**src/rtl/queue_stream_adapter_pkg.sv**
```systemverilog
// queue_stream_adapter_pkg
// Shared constants and types for the queue-to-stream adapter. The default data
// width and read latency are the same values the upstream multibuffer queue is
// built with, so both sides agree without repeating magic numbers.
// No ports (package).

package queue_stream_adapter_pkg;

    localparam int unsigned QSA_DATA_WIDTH   = 64;
    localparam int unsigned QSA_READ_LATENCY = 4;
    localparam int unsigned QSA_SKID_DEPTH   = 8;

    // Encoding is {push, pop} so the operation can be built by concatenation.
    typedef enum logic [1:0] {
        FIFO_IDLE = 2'b00,
        FIFO_POP  = 2'b01,
        FIFO_PUSH = 2'b10,
        FIFO_BOTH = 2'b11
    } fifo_op_e;

endpackage

```
**src/rtl/queue_stream_adapter_if.sv**
```systemverilog
// queue_stream_adapter_if
// Bundles the upstream queue read port and the downstream valid/ready stream.
// Ports / signals:
//   q_read_en     read request to the upstream queue
//   q_data_out    queue read data
//   q_data_valid  queue read data qualifier
//   m_valid       stream data available
//   m_data        stream data
//   m_ready       downstream accepts
// Modports: master = the adapter, slave = the queue/stream environment.

interface queue_stream_adapter_if
    import queue_stream_adapter_pkg::*;
#(
    parameter int unsigned DATA_WIDTH = QSA_DATA_WIDTH
);

    logic                  q_read_en;
    logic [DATA_WIDTH-1:0] q_data_out;
    logic                  q_data_valid;
    logic                  m_valid;
    logic [DATA_WIDTH-1:0] m_data;
    logic                  m_ready;

    modport master (
        output q_read_en,
        input  q_data_out,
        input  q_data_valid,
        output m_valid,
        output m_data,
        input  m_ready
    );

    modport slave (
        input  q_read_en,
        output q_data_out,
        output q_data_valid,
        input  m_valid,
        input  m_data,
        output m_ready
    );

endinterface

```
**src/rtl/queue_stream_adapter_skid_fifo.sv**
```systemverilog
// skid_fifo
// Show-ahead FIFO holding queue words until the stream accepts them.
// Ports:
//   clk, rst     clock and asynchronous active-high reset
//   push         write push_data at the tail (dropped when full with no pop)
//   push_data    tail write data
//   pop          remove the head entry
//   head_data    current head entry (don't-care when head_valid is low)
//   head_valid   FIFO not empty
//   count        current occupancy, 0..DEPTH

module skid_fifo
    import queue_stream_adapter_pkg::*;
#(
    parameter int unsigned DATA_WIDTH = QSA_DATA_WIDTH,
    parameter int unsigned DEPTH      = QSA_SKID_DEPTH
) (
    input  logic                       clk,
    input  logic                       rst,
    input  logic                       push,
    input  logic [DATA_WIDTH-1:0]      push_data,
    input  logic                       pop,
    output logic [DATA_WIDTH-1:0]      head_data,
    output logic                       head_valid,
    output logic [$clog2(DEPTH):0]     count
);

    localparam int unsigned AW = $clog2(DEPTH);
    localparam int unsigned CW = AW + 1;

    logic [DATA_WIDTH-1:0] mem [DEPTH];

    logic [AW-1:0] wr_ptr_q, wr_ptr_d;
    logic [AW-1:0] rd_ptr_q, rd_ptr_d;
    logic [CW-1:0] count_q, count_d;

    logic     full;
    logic     empty;
    logic     do_push;
    logic     do_pop;
    fifo_op_e op;

    assign full  = (count_q == CW'(DEPTH));
    assign empty = (count_q == '0);

    // A push into a full FIFO is still legal when the head leaves the same
    // cycle: the slot being freed is exactly the one the write pointer names.
    assign do_push = push && (!full || pop);
    assign do_pop  = pop && !empty;
    assign op      = fifo_op_e'({do_push, do_pop});

    always_comb begin
        wr_ptr_d = wr_ptr_q;
        rd_ptr_d = rd_ptr_q;
        count_d  = count_q;
        case (op)
            FIFO_PUSH: begin
                wr_ptr_d = wr_ptr_q + AW'(1);
                count_d  = count_q + CW'(1);
            end
            FIFO_POP: begin
                rd_ptr_d = rd_ptr_q + AW'(1);
                count_d  = count_q - CW'(1);
            end
            FIFO_BOTH: begin
                wr_ptr_d = wr_ptr_q + AW'(1);
                rd_ptr_d = rd_ptr_q + AW'(1);
            end
            default: begin
            end
        endcase
    end

    always_ff @(posedge clk or posedge rst) begin
        if (rst) begin
            wr_ptr_q <= '0;
            rd_ptr_q <= '0;
            count_q  <= '0;
        end else begin
            wr_ptr_q <= wr_ptr_d;
            rd_ptr_q <= rd_ptr_d;
            count_q  <= count_d;
        end
    end

    // Storage is deliberately left out of reset; contents only matter once
    // the count says they are valid.
    always_ff @(posedge clk) begin
        if (do_push) begin
            mem[wr_ptr_q] <= push_data;
        end
    end

    assign head_data  = mem[rd_ptr_q];
    assign head_valid = !empty;
    assign count      = count_q;

endmodule

```
**src/rtl/queue_stream_adapter.sv**
```systemverilog
// queue_stream_adapter
// Turns a fixed-latency queue read port into a valid/ready stream. Reads are
// issued on credit: a read is only requested when the skid FIFO is guaranteed
// to have room for its data, counting every read still in flight.
// Ports:
//   clk, rst   clock and asynchronous active-high reset
//   enable     allows new queue reads (in-flight returns are always accepted)
//   bus        queue read port + output stream (master modport)
//   level      skid FIFO occupancy
//   overflow   sticky: queue data arrived while the FIFO was full

module queue_stream_adapter
    import queue_stream_adapter_pkg::*;
#(
    parameter int unsigned DATA_WIDTH   = QSA_DATA_WIDTH,
    parameter int unsigned READ_LATENCY = QSA_READ_LATENCY,
    parameter int unsigned SKID_DEPTH   = QSA_SKID_DEPTH
) (
    input  logic                          clk,
    input  logic                          rst,
    input  logic                          enable,
    queue_stream_adapter_if.master        bus,
    output logic [$clog2(SKID_DEPTH):0]   level,
    output logic                          overflow
);

    localparam int unsigned LW = $clog2(SKID_DEPTH) + 1;

    logic [READ_LATENCY-1:0] issued_q, issued_d;
    logic                    overflow_q, overflow_d;
    logic [LW-1:0]           inflight;
    logic [LW:0]             credit_sum;
    logic                    read_en;
    logic                    push;
    logic                    pop;
    logic [LW-1:0]           fifo_count;

    // Each bit is one read issued within the last READ_LATENCY cycles. A read
    // into an empty queue never returns data, so its credit simply ages out.
    always_comb begin
        inflight = '0;
        for (int i = 0; i < READ_LATENCY; i++) begin
            inflight = inflight + LW'(issued_q[i]);
        end
    end

    // Uses the registered level only: a pop this cycle is not credited, which
    // keeps q_read_en free of any path from m_ready or q_data_valid.
    assign credit_sum = (LW + 1)'(fifo_count) + (LW + 1)'(inflight);
    assign read_en    = enable && !rst && (credit_sum < (LW + 1)'(SKID_DEPTH));

    assign push = bus.q_data_valid;
    assign pop  = bus.m_valid && bus.m_ready;

    always_comb begin
        issued_d   = (issued_q << 1) | READ_LATENCY'(read_en);
        overflow_d = overflow_q;
        if (push && (fifo_count == LW'(SKID_DEPTH)) && !pop) begin
            overflow_d = 1'b1;
        end
    end

    always_ff @(posedge clk or posedge rst) begin
        if (rst) begin
            issued_q   <= '0;
            overflow_q <= 1'b0;
        end else begin
            issued_q   <= issued_d;
            overflow_q <= overflow_d;
        end
    end

    skid_fifo #(
        .DATA_WIDTH (DATA_WIDTH),
        .DEPTH      (SKID_DEPTH)
    ) u_skid_fifo (
        .clk        (clk),
        .rst        (rst),
        .push       (push),
        .push_data  (bus.q_data_out),
        .pop        (pop),
        .head_data  (bus.m_data),
        .head_valid (bus.m_valid),
        .count      (fifo_count)
    );

    assign bus.q_read_en = read_en;
    assign level         = fifo_count;
    assign overflow      = overflow_q;

endmodule

```
**src/flat_wrapper.sv**
```systemverilog
// flat-port wrapper written by rule: the top's interface ports become plain ports
module queue_stream_adapter_flat import queue_stream_adapter_pkg::*;
#(
    parameter int unsigned DATA_WIDTH   = QSA_DATA_WIDTH,
    parameter int unsigned READ_LATENCY = QSA_READ_LATENCY,
    parameter int unsigned SKID_DEPTH   = QSA_SKID_DEPTH
)
  (clk, rst, enable, level, overflow, bus_q_read_en, bus_q_data_out, bus_q_data_valid, bus_m_valid, bus_m_data, bus_m_ready);
  queue_stream_adapter_if #(.DATA_WIDTH(DATA_WIDTH)) bus_i ();
  input  logic clk;
  input  logic rst;
  input  logic enable;
  output logic [$clog2(SKID_DEPTH):0] level;
  output logic overflow;
  output wire logic [$bits(bus_i.q_read_en)-1:0] bus_q_read_en;
  input wire logic [$bits(bus_i.q_data_out)-1:0] bus_q_data_out;
  input wire logic [$bits(bus_i.q_data_valid)-1:0] bus_q_data_valid;
  output wire logic [$bits(bus_i.m_valid)-1:0] bus_m_valid;
  output wire logic [$bits(bus_i.m_data)-1:0] bus_m_data;
  input wire logic [$bits(bus_i.m_ready)-1:0] bus_m_ready;
  assign bus_q_read_en = bus_i.q_read_en;
  assign bus_i.q_data_out = bus_q_data_out;
  assign bus_i.q_data_valid = bus_q_data_valid;
  assign bus_m_valid = bus_i.m_valid;
  assign bus_m_data = bus_i.m_data;
  assign bus_i.m_ready = bus_m_ready;
  queue_stream_adapter #(.DATA_WIDTH(DATA_WIDTH), .READ_LATENCY(READ_LATENCY), .SKID_DEPTH(SKID_DEPTH)) u_core (.clk(clk), .rst(rst), .enable(enable), .bus(bus_i), .level(level), .overflow(overflow));
endmodule
```
**config.mk**
```make
export PLATFORM = sky130hd
export DESIGN_NAME = queue_stream_adapter_flat
export DESIGN_NICKNAME = d
export VERILOG_FILES = /design/src/rtl/queue_stream_adapter_pkg.sv /design/src/rtl/queue_stream_adapter_if.sv /design/src/rtl/queue_stream_adapter_skid_fifo.sv /design/src/rtl/queue_stream_adapter.sv /design/src/flat_wrapper.sv
export SDC_FILE = /design/constraint.sdc
export NUM_CORES = 1
export LEC_CHECK = 0
export ABC_AREA = 0
export CORE_MARGIN = 5
export CORE_UTILIZATION = 33
export DETAILED_ROUTE_END_ITERATION = 8
export PLACE_DENSITY_LB_ADDON = 0.12
export SETUP_SLACK_MARGIN = 0.2
export SLEW_MARGIN = 20
export SYNTH_ARGS = -nofsm -noshare
export SYNTH_HDL_FRONTEND = slang
export SYNTH_HIERARCHICAL = 1
export SYNTH_SLANG_ARGS = --single-unit
```
**constraint.sdc**
```tcl
create_clock -name clk -period 12.7 [get_ports clk]
set_clock_uncertainty 0.2 [all_clocks]
set_input_delay 2.54 -clock clk [delete_from_list [all_inputs] [get_ports clk]]
set_output_delay 2.54 -clock clk [all_outputs]
set_load 0.1 [all_outputs]
```
After elaboration in Yosys (flattened, before gate mapping)
Memories as Yosys holds them, arrays and structs flattened.
Cells that the tools add are included.
{ "totals": {"ff_bits": 15, "ram_bits": 512, "inputBits": 69, "memories": 1} }
{ "op_classes": {"add_sub_neg": 8, "n_lt_le_gt_ge": 1, "eq_ne": 4, "muxes": 3, "bitwise": 1, "n_reduce_logical": 16} }
{ "memory_table": {"columns": ["memory", "words", "width", "rd", "rd_clocked_by_memory_dff", "write_ports", "line", "rtl"], "rows": [
  ["u_core.u_skid_fifo.mem", 8, 64, 1, 0, 1, "queue_stream_adapter_skid_fifo.sv:31", "logic [DATA_WIDTH-1:0] mem [DEPTH];"]
]} }
{ "op_table": {"columns": ["operator", "n"], "rows": [
  ["4-bit by 1-bit adder with 4-bit output", 2],
  ["4-bit case mux with 2 select lines", 1],
  ["1-bit logical AND", 7],
  ["3-bit by 1-bit adder with 3-bit output (second input constant)", 2],
  ["4-bit by 4-bit adder with 5-bit output", 1],
  ["5-bit by 4-bit < comparator with 1-bit output (second input constant)", 1],
  ["4-bit by 1-bit adder with 4-bit output (second input constant)", 1],
  ["2-bit equality test (second input constant)", 2],
  ["4-bit equality test (second input constant)", 1],
  ["1-bit logical NOT", 4],
  ["4-bit logical NOT", 1],
  ["4-bit by 1-bit OR with 4-bit output", 1],
  ["2-bit OR reduction", 2],
  ["4-bit by 1-bit subtractor with 4-bit output (second input constant)", 1],
  ["1-bit by 1-bit adder with 2-bit output", 1],
  ["2-bit by 1-bit equality test with 1-bit output (second input constant)", 1],
  ["1-bit 2-to-1 mux", 2],
  ["2-bit nonzero test", 1],
  ["1-bit logical OR", 1]
]} }

Longest topological paths before layout
Gate-level depths: netlist of the first run.
{ "depth": {"ltp_word": 7, "mapped_depth": 11, "ltp_nobuf": 10} }

By module
The synthesis of the first run kept the hierarchy.
{ "modules_own_cells": {"columns": ["module", "instances", "cells_per_inst", "area_each_um2", "seq_area_each_um2"], "rows": [
  ["skid_fifo", 1, 802, 19846.5, 15625.0],
  ["queue_stream_adapter", 1, 17, 230.2, 125.1]
]} }

Worst setup path before layout of the first run
Ideal clock, no wire load.
{ "synth_path": {"kind": "input-to-reg", "startpoint": "input bus_m_ready", "endpoint": "memory u_core/u_skid_fifo/mem[0][0] (netlist name), enable pin", "setup_ns": 0.644, "arrival_ns": 9.045, "slack_ns": 2.812, "path_stages": 4, "path_buffers": 0, "path_cell_list": "and2_1 nand2b_1 o21ai_2 nor4_1"} }
{ "synth_between": {"elab_chain_len": 5} }
{ "synth_rtl": {"columns": ["element", "line", "rtl"], "rows": [
  ["from (decl)", "flat_wrapper.sv:20", "input wire logic [$bits(bus_i.m_ready)-1:0] bus_m_ready;"],
  ["1-bit logical AND", "queue_stream_adapter.sv:53", "assign pop = bus.m_valid && bus.m_ready;"],
  ["1-bit logical OR", "queue_stream_adapter_skid_fifo.sv:48", "assign do_push = push && (!full || pop);"],
  ["1-bit logical AND", "queue_stream_adapter_skid_fifo.sv:48", null],
  ["1-bit 2-to-1 mux", "queue_stream_adapter_skid_fifo.sv:89", "if (do_push) begin"],
  ["1-bit 2-to-1 mux (not written as such)", "queue_stream_adapter_skid_fifo.sv:90", "mem[wr_ptr_q] <= push_data;"],
  ["to (decl)", "queue_stream_adapter_skid_fifo.sv:31", null]
]} }
No other way between the ends.

Final worst setup path of the first run
{ "layout_path": {"startpoint": "register u_core.u_skid_fifo.rd_ptr_q[0]", "endpoint": "output bus_m_data[62]"} }
{ "layout_between": {"elab_chain_len": 1} }
{ "layout_rtl": {"columns": ["element", "line", "rtl"], "rows": [
  ["from (decl)", "queue_stream_adapter_skid_fifo.sv:34", "logic [AW-1:0] rd_ptr_q, rd_ptr_d;"],
  ["from (signal assigned)", "queue_stream_adapter_skid_fifo.sv:81", "rd_ptr_q <= rd_ptr_d;"],
  ["memory 8 x 64 bit", null, null],
  ["to (decl)", "flat_wrapper.sv:19", "output wire logic [$bits(bus_i.m_data)-1:0] bus_m_data;"]
]} }
No other way between the ends.

==> metrics.md, run 1 <==
| Metric | Value |
|---|---|
| CTS tree | built |
| R2R setup slack | 8870 ps |
| Max Freq | 133 MHz |
| Slew headroom | 27.6% |
| DRT iter0 DRCs | 463 |
| Area delta synth->final | 20.7% |
| Final GP Congestion | 0.655 |
| Die area | 0.0659 mm2 |
| Nets | 1,078 |
| H-Tree Level Count | 2 |
| Initial antenna violation count | 3 |
| Min-delay src | u_core/issued_q[1] |
| Cell Area, Synth | 0.0201 mm2 |
| Largest net degree at the start of global routing | 58 |
| Post-route DRC | 0 |
| Drt wl/cell | 23.6 um |
| Worst-path clk slew | 60 ps |
| Fillcell total | 5,370 |
| Final Cycle Share | 59.2% |
| Worst Tran Pin Value | 1080 ps |
| Post-Syn Instances | 819 |
| Post-synth EDFFs | 512 |
| Max Cap Viol | 0 |
| Cts repair resizes | 0 |
| Syn_nets | 896 |
| Yosys top cell by area | edfxtp_1 |
| Crit path launch type | flip-flop |
| Asr flop ratio synth | 2.85% |
| Setup CP Type | reg -> out |
| Row count | 90 |
| Hpwl dp | 22.1 mm |
| Congestion Overflow GR | 0 |
| Layout cells sized above 1 | 29.9% |
| Setup TNS | 0 ps |
| First-pass GRT wire length | 64.5 mm |
| CTS Buffer Depth | 3 |
| PortBufs | 139 |
| Die Height | 257 um |
| Yosys cell types | 41 |
| Hold Crit Class | reg -> reg |
| Top-area cell type share of the netlist area | 76.6% |
| Synth top area cells | edfxtp_1 77%, mux4_2 14%, mux2_2 3.8%, dfrtp_1 1.9%, buf_6 0.62% |
| CTS buffer count | 56 |
| Hold_buf cts | 0 |
| Vias | 9,025 |
| Worst EP required | 9960 ps |
| DRT Pass-1 Iters | 4 |
| R2R Path End | u_core/u_skid_fifo/count[3] |
| Postcts setup bufs | 0 |
| Vias in the first global route | 9,857 |
| Clk sinks | 527 |
| Hold path depth | 0 |
| Yosys warns | 6 |
| Via density | 4.93 |
| Final Setup Violations | 0 |
| Final hold violations | 0 |
| DRT antenna net count | 0 |
| Hold Path End | u_core/issued_q[2] |
| Reg2Reg Depth | 8 |
| Syn avg cell area | 24.5 um2 |
| R2R Path Start | u_core/u_skid_fifo/count[0] |
| Status | finished, final reports clean |
| RSZ-0062 raised after global routing | no |
| Final Routed Wirelength | 43.2 mm |
| Seq/Total Area, Yosys | 78.4% |
| Worst Path Max Fanout | 35 |
| Tmin final | 7510 ps |
| Initial Util | 33.3% |
| Arrival @ worst endpoint | 4770 ps |
| #FFs+latches synth | 527 |
| Clock tree root buffer cell | clkbuf_16 |
| Die Wd | 257 um |
| Critical Path End Type | primary output |
| Pins Over Slew Limit | 0 |
| Top_reg_cell synth | edfxtp_1 |
| Clk_lat worst skew | 590 ps |
| GRT Resource Usage Total | 13.0% |
| Core ar. | 0.0604 mm2 |
| I/O pin cnt | 140 |
[cells in the mapped netlist, drive strengths merged (2+ instances only)]
cell type and count:
or4 2, mux2 67, mux4 128, inv 5, edfxtp 512, clkbuf 11, nand2b 3, nand2 2
xnor2 6, a21oi 2, o21ai 2, nor3 4, o211ai 2, dfrtp 15, ha 7, buf 26
nor2 6
[critical path: stages, from the launching register on]
cell and delay, ps:
dfrtp_4 910, buf_4 670, buf_4 680, mux4_2 590
mux2_2 310, clkdlybuf4s50_1 980
[layout by cell type, fill, tap and decap left out, drive strengths merged, types with 2 or more instances in the layout]
master / n
mux2: 67
nor3: 4
clkinv: 33
ha: 7
inv: 5
clkdlybuf4s50: 139
clkbuf: 65
xnor2: 6
bufinv: 4
mux4: 128
or4: 2
clkinvlp: 4
edfxtp: 512
o211ai: 2
dfrtp: 15
nand2: 2
nor2: 6
o21ai: 2
a21oi: 2
buf: 22
nand2b: 3
[stage by stage]
stage	util [%]	setup slack, ps	hold WS [ps]	std cells	cell area, um2
6_report	40.1	5190	189	1832	24200
5_1_grt	40.1	4790	206	1831	24200
4_1_cts	40.1	4950	194	1831	24200
3_5_place_dp	37.2	5560	187	1725	22400
3_3_place_gp	37.2	5550	176	1725	22400
2_1_floorplan	-	2810	172	819	20100
[kinds of logic after synthesis]
| kind of cell | Yosys count | synth area share (%) |
|---|---|---|
| flops | 527 | 78.4 |
| mux | 196 | 18.2 |
| buf+inv | 42 | 1.26 |
| simple gates | 25 | 0.723 |
| compound gates | 14 | 0.561 |
| fa+ha+maj | 8 | 0.536 |
| xor+xnor | 7 | 0.305 |
[state kept, by name, indices dropped and copies added, names as in the netlist]
register / count
u_core/u_skid_fifo/rd_ptr_q: 3
u_core/u_skid_fifo/count: 4
u_core/issued_q: 4
u_core/u_skid_fifo/wr_ptr_q: 3
u_core/overflow: 1
u_core/u_skid_fifo/mem: 512
[worst max path at each step]
stage / start / end / slack [ps] / cells past startpoint
final: u_core/u_skid_fifo/rd_ptr_q[0] / bus_m_data[62] / 5190 / 5
after global routing: u_core/u_skid_fifo/rd_ptr_q[0] / bus_m_data[62] / 4790 / 5
after CTS: u_core/u_skid_fifo/rd_ptr_q[0] / bus_m_data[62] / 4950 / 5
after detailed placement: rst / bus_q_read_en / 5560 / 4
after global placement: rst / bus_q_read_en / 5550 / 4
after floorplan: bus_m_ready / u_core/u_skid_fifo/mem[0][0] / 2810 / 4
[layout make-up]
cell class                      count  area [um2]  area share [%]
Timing Repair Buffer              161        1560            6.42
Clock buffer                       65        1480            6.10
Sequential cell                   527       15800            65.1
Clock inverter                     41         308            1.27
Tap cell                          782         978            4.04
Inverter                            5        18.8          0.0775
Multi-Input combinational cell    250        4120            17.0
Antenna cell                        1        2.50          0.0103
[per-layer routing]
metal  track usage (%)  wire length (um)  part of all wire, %
met1              18.3             19900                   46
met2              20.7             20500                   47
met3              3.29              2090                  4.8
met4              2.94               760                  1.8
met5                 0                 7                0.016
Power of run 1 is left out: the tool's default activity adds up to more than one toggle a clock period on the data nets, which glitch-free logic cannot reach.
==> run 2, diff against run 1 <==
- clock period: 12.7 -> 7.65 ns (I/O delays scaled with it)
==> run 2 against run 1 <==
Net effect:
- critical path depth shrank 1
- hold slack gained 24 ps
- critical path type unchanged
- critical endpoint is now bus_m_data[58]
- wire length shrank 0.59%
- via count shrank 1.6%
- largest cell class unchanged
- die area is the same
- cell count shrank 0.44%
- highest routed layer unchanged
- count of clock-buffer cells in the layout grew 3
==> metrics.md, run 2 (synthesis results as in run 1) <==
| Metric | Value |
|---|---|
| Hold_buf cts | 0 |
| Worst Path Max Fanout | 56 |
| H-Tree Level Count | 2 |
| CP Buf/Inv Count | 2 |
| FF+latch area | 0.0158 mm2 |
| Max Cap Viol | 0 |
| Final Routed Wirelength | 42.9 mm |
| Clock tree root buffer cell | clkbuf_16 |
| Cts repair resizes | 0 |
| CP Depth | 4 |
| Clk sinks | 527 |
| Core ar. | 0.0604 mm2 |
| Worst Tran Pin Value | 1090 ps |
| Congestion Overflow GR | 0 |
| Drt wl/cell | 23.5 um |
| PortBufs | 139 |
| Reg2Reg Depth | 8 |
| Most common cell after layout, fill and taps aside | edfxtp_1 |
| Critical Path End Type | primary output |
| Worst-path clk slew | 60 ps |
| Arrival @ worst endpoint | 3970 ps |
| Largest net degree at the start of global routing | 66 |
| Fillcell total | 5,345 |
| Top reg by flops | u_core/u_skid_fifo/mem |
| Post-route DRC | 0 |
| Commonest cells after routing, fill and taps aside | 512 x edfxtp_1, 139 x clkdlybuf4s50_1, 128 x mux4_2, 67 x mux2_2, 55 x clkbuf_16 |
| Hold path depth | 0 |
| R2R setup slack | 3770 ps |
| Status | finished, final reports clean |
| CP top delay family | buffers and inverters |
| Worst EP required | 5920 ps |
| Final Cycle Share | 74.5% |
| Final GP Congestion | 0.648 |
| Die area | 0.0659 mm2 |
| Vias | 8,877 |
| Post-route insts no fill | 1,824 |
| Final hold violations | 0 |
| Hold Crit Class | reg -> reg |
| GRT Resource Usage Total | 13.0% |
| Placed Instances | 1,725 |
| Initial Util | 33.3% |
| DRT Pass-1 Iters | 4 |
| CTS Buffer Depth | 3 |
| Clk_lat worst skew | 580 ps |
| Area of the multi-input gates | 0.00414 mm2 |
| DRT iter0 DRCs | 512 |
| Vias in the first global route | 9,866 |
| CTS tree | built |
| Final Setup Violations | 0 |
| Via density | 4.87 |
| Area delta synth->final | 20.6% |
| CP max stage delay | 990 ps |
| Tmin final | 5700 ps |
| Pins Over Slew Limit | 0 |
| Critical-path cell list | buf_12, mux4_2, mux2_2, clkdlybuf4s50_1 |
| RSZ-0062 raised after global routing | no |
| ANT cells | 0 |
| Hpwl dp | 22.8 mm |
| Row count | 90 |
| Postcts setup bufs | 0 |
| Die Wd | 257 um |
| I/O pin cnt | 140 |
| Nets | 1,076 |
| Layout cells sized above 1 | 29.3% |
| Slew headroom | 27.4% |
| CP max stage cell | clkdlybuf4s50_1 |
| DRT antenna net count | 0 |
| Largest register FFs | 512 |
| Initial antenna violation count | 6 |
| CTS buffer count | 54 |
| Max Freq | 175 MHz |
| First-pass GRT wire length | 64.8 mm |
| Setup CP Type | reg -> out |
| Crit path launch type | flip-flop |
| Die Height | 257 um |
## run 2: worst paths after layout
path / from / to
hold reg to reg: u_core/issued_q[1] / u_core/issued_q[2]
setup reg to reg: u_core/u_skid_fifo/count[0] / u_core/u_skid_fifo/count[3]
max in group asynchronous: rst / u_core/u_skid_fifo/rd_ptr_q[1]
min in group asynchronous: rst / u_core/overflow
setup / recovery: u_core/u_skid_fifo/rd_ptr_q[0] / bus_m_data[58]
hold / removal: u_core/issued_q[1] / u_core/issued_q[2]
## run 2: worst register-to-register path: cells and delay by family (launching register included)
kind | cells | cell delay [ps]
compound gates | 3 | 1030
simple gates | 4 | 1630
flops | 1 | 520
fa+ha+maj | 1 | 370
## run 2: metal layers
layer / wire length (um) / global-route usage (%) / up-vias / share of wire (%)
met5: 102 / 0 / - / 0.24
met4: 774 / 3.03 / 12 / 1.8
met3: 1830 / 3.09 / 72 / 4.3
met2: 20300 / 20.5 / 169 / 47
met1: 20000 / 18.4 / 4757 / 46
li1: - / - / 3867 / -
## run 2: per-stage QoR
stage          TNS (ps)  util [%]  setup WS [ps]  hold slack, ps  area (um2)
3_3_place_gp          0      37.3           2420             178       22500
4_1_cts               0      40.1           1780             220       24200
5_1_grt               0      40.1           1690             237       24200
2_1_floorplan    -27590         -           -144             172       20100
3_5_place_dp          0      37.3           2430             196       22500
6_report              0      40.1           1950             213       24200
## run 2: final cells by class
type                            count  share of cell area (%)
Tap cell                          782                    4.04
Sequential cell                   527                    65.1
Timing Repair Buffer              161                    6.58
Clock buffer                       68                    5.89
Clock inverter                     31                    1.21
Multi-Input combinational cell    250                    17.1
Inverter                            5                  0.0775
Power of run 2 is left out for the same reason.
==> run 3, diff against run 2 <==
- clock period: 7.65 -> 5.14 ns (I/O delays scaled with it)
==> run 3 against run 2 <==
Net effect:
- hold slack got worse by 15 ps
- design area up 0.13%
- critical path type unchanged
- register-to-register slack worse by 2600 ps
- critical endpoint is now bus_m_data[57]
- count of clock-buffer cells in the layout rose by 7
- highest routed layer unchanged
- via count is 0.28% higher
- sequential share of layout area decreased by 0.087 points
- core utilization up 0.054 points
==> metrics.md, run 3 (synthesis results as in run 1) <==
| Metric | Value |
|---|---|
| Clk sinks | 527 |
| Max Cap Viol | 0 |
| DRT antenna net count | 0 |
| Layout cells sized above 1 | 34.8% |
| H-Tree Level Count | 2 |
| Final Setup Violations | 0 |
| Largest register FFs | 512 |
| Hold Crit Class | reg -> reg |
| Placed Instances | 1,722 |
| Worst-path clk slew | 60 ps |
| Slew headroom | 33.7% |
| Final Cell Area | 0.0242 mm2 |
| Fin worst setup slack | 427 ps |
| PortBufs | 139 |
| Final Cycle Share | 91.7% |
| Area delta synth->final | 20.7% |
| Top reg by flops | u_core/u_skid_fifo/mem |
| I/O pin cnt | 140 |
| Fillcell total | 5,406 |
| DRT Pass-1 Iters | 4 |
| Post-route DRC | 0 |
| Vias in the first global route | 9,696 |
| Vias | 8,902 |
| Final hold violations | 0 |
| CTS buffer count | 58 |
| Worst Tran Pin Value | 992 ps |
| Drt wl/cell | 23.7 um |
| Crit path launch type | flip-flop |
| First-pass GRT wire length | 64.7 mm |
| Hpwl dp | 22.9 mm |
| Placement Setup Slack | 883 ps |
| Post-route insts no fill | 1,828 |
| Setup CP Type | reg -> out |
| Final Routed Wirelength | 43.3 mm |
| Largest net degree at the start of global routing | 65 |
| Row count | 90 |
| Core ar. | 0.0604 mm2 |
| Via density | 4.87 |
| RSZ-0062 raised after global routing | no |
| Arrival @ worst endpoint | 3480 ps |
| Die Height | 257 um |
| Congestion Overflow GR | 0 |
| Most common cell after layout, fill and taps aside | edfxtp_1 |
| CTS tree | built |
| DRT iter0 DRCs | 469 |
| Pins Over Slew Limit | 0 |
| Initial antenna violation count | 4 |
| Max Freq | 212 MHz |
| Die area | 0.0659 mm2 |
| Initial Util | 33.3% |
| Clk_lat worst skew | 590 ps |
| Critical Path End Type | primary output |
| CTS Buffer Depth | 3 |
| Hold_buf cts | 0 |
| Tmin final | 4710 ps |
| Final GP Congestion | 0.652 |
| Commonest cells after routing, fill and taps aside | 512 x edfxtp_1, 128 x mux4_2, 82 x clkdlybuf4s50_1, 67 x mux2_2, 65 x buf_4 |
| Final core occ | 40.2% |
| Worst Path Max Fanout | 38 |
| Die Wd | 257 um |
| GRT Resource Usage Total | 13.0% |
| Worst EP required | 3910 ps |
| Post-DP Area | 0.0224 mm2 |
| Status | finished, final reports clean |
| Clock tree root buffer cell | clkbuf_16 |
| Nets | 1,077 |
-- run 3: changes by cell type in the layout (fill, tap and decap cells not counted), moves of 2 or more --
cell / previous run / this run
diode_2: 0 / 3
clkinv_1: 14 / 12
clkbuf_16: 55 / 59
clkdlybuf4s50_1: 139 / 82
buf_12: 3 / 10
nor3_4: 1 / 4
buf_4: 19 / 65
clkbuf_1: 13 / 16
nor3_2: 3 / 0
-- run 3: final timing paths --
check | cells after the start | startpoint | to | slack [ps]
setup / recovery | 3 | u_core/u_skid_fifo/rd_ptr_q[0] | bus_m_data[57] | 430
hold / removal | 0 | u_core/issued_q[1] | u_core/issued_q[2] | 200
setup reg to reg | 8 | u_core/u_skid_fifo/count[0] | u_core/u_skid_fifo/count[3] | 1220
hold reg to reg | 0 | u_core/issued_q[1] | u_core/issued_q[2] | 200
max in group asynchronous | 2 | rst | u_core/u_skid_fifo/rd_ptr_q[0] | 3820
min in group asynchronous | 2 | rst | u_core/issued_q[0] | 530
-- run 3: what timing repair did --
item,4_1_cts,5_1_grt
buffers inserted,0,0
endpoints found under the setup margin,0,17
gates resized for setup,0,1
-- run 3: final cells by class --
type / instances / area (um2) / share of cell area [%]
Clock buffer: 75 / 1540 / 6.34
Antenna cell: 3 / 7.51 / 0.0310
Multi-Input combinational cell: 250 / 4160 / 17.2
Timing Repair Buffer: 158 / 1520 / 6.27
Clock inverter: 28 / 259 / 1.07
Sequential cell: 527 / 15800 / 65.0
Inverter: 5 / 18.8 / 0.0774
Tap cell: 782 / 978 / 4.04
-- run 3: worst max-delay path: stages, from the launching register on --
cell and delay, ps:
dfrtp_4 970, mux4_2 600, mux2_2 320, clkdlybuf4s50_1 980
-- run 3: per-stage QoR --
stage	hold WS [ps]	TNS [ps]
finish	198	0
global route	219	0
CTS	204	0
detailed placement	190	0
global placement	187	0
floorplan	172	-36540
-- run 3: per-layer routing --
metal	GRT usage (%)	share of wire (%)	up-vias
met4	2.83	1.6	2
met1	17.5	44	4801
li1	-	-	3863
met5	0	0.030	-
met2	21.7	49	183
met3	3.17	4.6	53
Power of run 3 is left out for the same reason.
